File: src/rtl/pc_gen_pkg.sv
// Core-wide fetch definitions: PC generator states and default geometry.
package pc_gen_pkg;

    typedef enum logic [1:0] {
        BOOT = 2'd0,
        RUN  = 2'd1,
        PEND = 2'd2
    } pc_state_t;

    localparam int unsigned DEF_ADDR_W    = 32;
    localparam int unsigned DEF_RESET_VEC = 0;
    localparam int unsigned DEF_STEP      = 4;

endpackage

File: src/rtl/pc_gen.sv
// Fetch-stage program counter with prioritised trap/jump redirects, pipeline hold and
// a valid/ready fetch handshake that never alters an outstanding request address.
module pc_gen
    import pc_gen_pkg::*;
#(
    parameter int unsigned       ADDR_W    = DEF_ADDR_W,
    parameter logic [ADDR_W-1:0] RESET_VEC = ADDR_W'(DEF_RESET_VEC),
    parameter int unsigned       STEP      = DEF_STEP
) (
    input  logic              clk,
    input  logic              rst,
    input  logic              jump_en_i,
    input  logic [ADDR_W-1:0] jump_addr_i,
    input  logic              trap_en_i,
    input  logic [ADDR_W-1:0] trap_addr_i,
    input  logic              hold_i,
    input  logic              fetch_ready_i,
    output logic [ADDR_W-1:0] pc_o,
    output logic              fetch_valid_o,
    output logic              redirect_o
);

    localparam logic [ADDR_W-1:0] StepW     = ADDR_W'(STEP);
    localparam logic [ADDR_W-1:0] AlignMask = ~(StepW - ADDR_W'(1));

    pc_state_t         state_q, state_d;
    logic [ADDR_W-1:0] pc_q, pc_d;
    logic [ADDR_W-1:0] pend_addr_q, pend_addr_d;
    logic              redirect_q, redirect_d;

    logic              fire;
    logic              stuck;
    logic              redir;
    logic [ADDR_W-1:0] tgt;

    always_comb begin
        fetch_valid_o = (state_q != BOOT) && !hold_i;
        fire          = fetch_valid_o && fetch_ready_i;
        stuck         = fetch_valid_o && !fetch_ready_i;
        redir         = trap_en_i || jump_en_i;
        tgt           = (trap_en_i ? trap_addr_i : jump_addr_i) & AlignMask;
    end

    always_comb begin
        state_d     = state_q;
        pc_d        = pc_q;
        pend_addr_d = pend_addr_q;
        redirect_d  = 1'b0;
        unique case (state_q)
            BOOT: begin
                state_d = RUN;
                if (redir) begin
                    pc_d       = tgt;
                    redirect_d = 1'b1;
                end
            end
            RUN: begin
                if (redir && !stuck) begin
                    pc_d       = tgt;
                    redirect_d = 1'b1;
                end else if (redir) begin
                    // Request outstanding: park the target until it is accepted or dropped.
                    pend_addr_d = tgt;
                    state_d     = PEND;
                end else if (fire) begin
                    pc_d = pc_q + StepW;
                end
            end
            PEND: begin
                if (redir) begin
                    pend_addr_d = tgt;
                end
                if (!stuck) begin
                    pc_d       = redir ? tgt : pend_addr_q;
                    redirect_d = 1'b1;
                    state_d    = RUN;
                end
            end
            default: begin
                state_d = BOOT;
            end
        endcase
    end

    always_ff @(posedge clk or posedge rst) begin
        if (rst) begin
            state_q     <= BOOT;
            pc_q        <= RESET_VEC;
            pend_addr_q <= '0;
            redirect_q  <= 1'b0;
        end else begin
            state_q     <= state_d;
            pc_q        <= pc_d;
            pend_addr_q <= pend_addr_d;
            redirect_q  <= redirect_d;
        end
    end

    assign pc_o       = pc_q;
    assign redirect_o = redirect_q;

endmodule

File: config.mk
export PLATFORM = sky130hd
export DESIGN_NAME = pc_gen
export DESIGN_NICKNAME = d
export VERILOG_FILES = /design/src/rtl/pc_gen_pkg.sv /design/src/rtl/pc_gen.sv
export SDC_FILE = /design/constraint.sdc
export NUM_CORES = 1
export LEC_CHECK = 0
export CAP_MARGIN = 40
export CELL_PAD_IN_SITES_DETAIL_PLACEMENT = 1
export CELL_PAD_IN_SITES_GLOBAL_PLACEMENT = 1
export CORE_UTILIZATION = 25
export CTS_BUF_LIST = sky130_fd_sc_hd__clkbuf_4
export DETAILED_ROUTE_END_ITERATION = 8
export PLACE_DENSITY_LB_ADDON = 0.12
export SLEW_MARGIN = 20
export SYNTH_ARGS = -nofsm -noshare
export SYNTH_HDL_FRONTEND = slang
export SYNTH_SLANG_ARGS = --single-unit
File: constraint.sdc
create_clock -name clk -period 2.43 [get_ports clk]
set_input_delay 0.486 -clock clk [delete_from_list [all_inputs] [get_ports clk]]
set_output_delay 0.486 -clock clk [all_outputs]
set_load 0.02 [all_outputs]
==> summary.md <==
| Metric | Value |
|---|---|
| Status | finished, violations left |
| Failing checks | DRC |
| Worst Setup End Kind | flop |
| Worst-skew pair later-pin latency | 0.45 ns |
| Crit-path cells | inv_1, ha_1, o21ai_0, buf_4, o21ai_2, buf_4, a22oi_1, o21ai_0, buf_4, nand2_1, o311ai_1 |
| WP data required | 2.78 ns |
| DRT antenna net count | 0 |
| Cell Pwr Density | 1310 nW/µm² |
| Predominant post-synthesis flop cell | dfrtp_1 |
| Number of stages on the worst setup path | 11 |
| Final hold slack | 0.242 ns |
| Layout area overhead | 39.7% |
| PortBufs | 99 |
| Worst path top cell family by delay | compound AO/OA/AOI/OAI gates |
| Initial antenna violation count | 2 |
| Pre-CTS WS | -0.179 ns |
| Die H | 139 µm |
| Gr ovfl total | 0 |
| Site row count | 49 |
| Mapped Cells | 577 |
| CTS Buf Count | 9 |
| M2 GR Usage | 33.3% |
| Syn avg cell area | 8.14 µm² |
| Power after layout | 8.61 mW |
| RSZ-0062 raised after global routing | yes |
| Die footprint | 19300 µm² |
| Vias in the first global route | 5365 |
| Final Cell Area | 6560 µm² |
| Max-cap violations | 0 |
| Clock slew at reported path FFs | 0.12 ns |
| CP max stage cell | dfrtp_1 |
| Syn Nets | 653 |
| HP Class | in -> async |
| Yosys top cell area share | 35.7% |
| Achievable Freq | 439 MHz |
| Drt total wl | 19500 µm |
| Seq/Total Area, Yosys | 35.7% |
| Clk_skew | 0.0169 ns |
| Final setup viols | 0 |
| Post-synthesis cell type count | 66 |
| Fin worst setup slack | 0.150 ns |
| Slew @ Worst Pin | 0.560 ns |
| CTS tree | built |
| IO Pins | 104 |
| Synth area leaders | dfrtp_1, o21ai_0, a21oi_1 |
| Root Driver | clkbuf_4 |
| # DRC | 4 |
| Relative slew margins | 62.3% |
| Most used routing layer | met2 |
| Worst setup SP type | flop |
| Max FO, Critical Path | 7 |
| Initial drt markers | 348 |
| Wire per inst | 20.4 µm |
| Initial core utilization | 25.8% |
| Slew Limit Fails | 0 |
| Async set or reset register ratio after synthesis | 100% |
| Top-count cell post-synth | o21ai_0 |
| Layout cells sized above 1 | 16.7% |
| Nets | 797 |
| Routability Congestion | 0.802 |
| GR Util All Layers | 20.5% |
| Pre-antenna DRT Iters | 7 |
| Drt via density | 5.55 |
| Largest net degree at the start of global routing | 44 |
| First-pass GRT wire length | 30600 µm |
| GR met3 Demand/Resource | 2.56% |
| Max clock buf depth | 2 |
| Cell accounting for the most synthesized area | dfrtp_1 |
| R2R cell count | 11 |
| Synth Cell Area | 4700 µm² |
| WS Path Type | reg -> reg |
| Via Count | 5305 |
| CP arrival | 2.63 ns |
| CP most frequent cell | buf_4 |
| Seq cells post-synth | 67 |
| Fill cell count | 2130 |
| H-Tree Depth | 3 |
| Pleak | 2.70 nW |
| Placed inst area | 6440 µm² |
| CP peak stage delay | 0.41 ns |
| Core Region | 18200 µm² |
| Crit path time final | 2.28 ns |
| Die Span X | 139 µm |
| Final Hold Viols | 0 |
| Clock net sink count | 67 |
| Final period util | 93.8% |
| GR met1 Demand/Resource | 28.0% |
| HPWL Detailed | 14800 µm |
| Commonest cells in the netlist | o21ai_0, dfrtp_1, a21oi_1 |
| Number of enable flip-flop cells after synthesis | 0 |
| Bufs and invs on worst path | 4 |
| VDD IR max | 0.000429 V |
| Number of synthesis warnings | 0 |
-- where the power goes --
part | switching (mW) | total [mW] | internal [mW]
combinational | 3.11 | 5.72 | 2.61
clock | 0.448 | 0.683 | 0.235
sequential | 0.549 | 2.21 | 1.66
total | 4.10 | 8.61 | 4.50
-- flip-flops by register name, summed over array words and instances, names as in the netlist --
register     count
redirect_o       1
pend_addr_q     32
state_q          2
pc_o            32
-- through the flow --
step	std cells	utilization [%]	setup TNS, ns
final	955	36.0	0
after global routing	955	36.0	-0.00351
after CTS	953	35.9	0
after detailed placement	938	35.4	-5.64
after global placement	938	35.4	-3.22
after floorplan	577	-	0
-- worst paths after layout --
path	startpoint	end	slack, ns
max	state_q[1]	pc_o[25]	0.15
min	rst	pc_o[30]	0.24
max reg2reg	state_q[1]	pc_o[25]	0.15
min reg2reg	pend_addr_q[1]	pend_addr_q[1]	0.50
max in group asynchronous	rst	pc_o[12]	1.66
min in group clk	pend_addr_q[1]	pend_addr_q[1]	0.50
-- kinds of logic after synthesis --
kind of cell	synth area share, %
and+or+nand+nor	20.1
AOI/OAI and AO/OA	33.6
muxes	2.18
adders and majority gates	1.60
DFF	35.7
buffers and inverters	6.87
-- layout by cell type, fill, tap and decap left out, types with 3 or more instances in the layout --
| master | n |
|---|---|
| buf_12 | 9 |
| and3_1 | 25 |
| o211a_1 | 3 |
| buf_4 | 74 |
| o211ai_1 | 4 |
| dfrtp_1 | 67 |
| nor3_1 | 9 |
| clkdlybuf4s50_1 | 97 |
| a32oi_1 | 3 |
| a22o_1 | 7 |
| mux2i_1 | 8 |
| a22oi_1 | 29 |
| o221ai_1 | 3 |
| nor4_1 | 4 |
| a221oi_1 | 12 |
| nand3_1 | 29 |
| o21ai_1 | 5 |
| a21oi_1 | 55 |
| and2_1 | 3 |
| a41oi_1 | 4 |
| ha_1 | 4 |
| o22ai_1 | 7 |
| nand2_1 | 51 |
| o311ai_0 | 3 |
| a31oi_1 | 14 |
| o21ai_0 | 68 |
| inv_1 | 13 |
| nand4_1 | 11 |
| nor2_1 | 36 |
| and4_1 | 3 |
| clkbuf_4 | 12 |
-- repair_timing --
| action | 4_1_cts | 5_1_grt |
|---|---|---|
| endpoints found under the setup margin | 1 | 40 |
| gates resized for setup | 1 | 5 |
| pin swaps | 0 | 1 |
| setup buffers | 0 | 1 |
| hold buffers | 0 | 0 |
-- per-layer routing --
metal	part of all wire, %	wire [µm]	up-vias
li1	-	-	2504
met1	47	9270	2647
met2	47	9160	131
met3	4.0	773	21
met4	1.5	294	2
met5	0.067	13	-
-- area by class of cell --
cell class | count | area, µm² | share of cell area (%)
antenna | 1 | 2.50 | 0.0381
clock buffer | 12 | 90.1 | 1.37
clock inverter | 3 | 16.3 | 0.248
inverter | 14 | 52.6 | 0.801
multi-input combinational | 447 | 2720 | 41.4
sequential | 67 | 1680 | 25.6
tap | 229 | 287 | 4.37
timing repair buffer | 182 | 1720 | 26.2
Note: power is estimated with default switching activity, not from simulation.
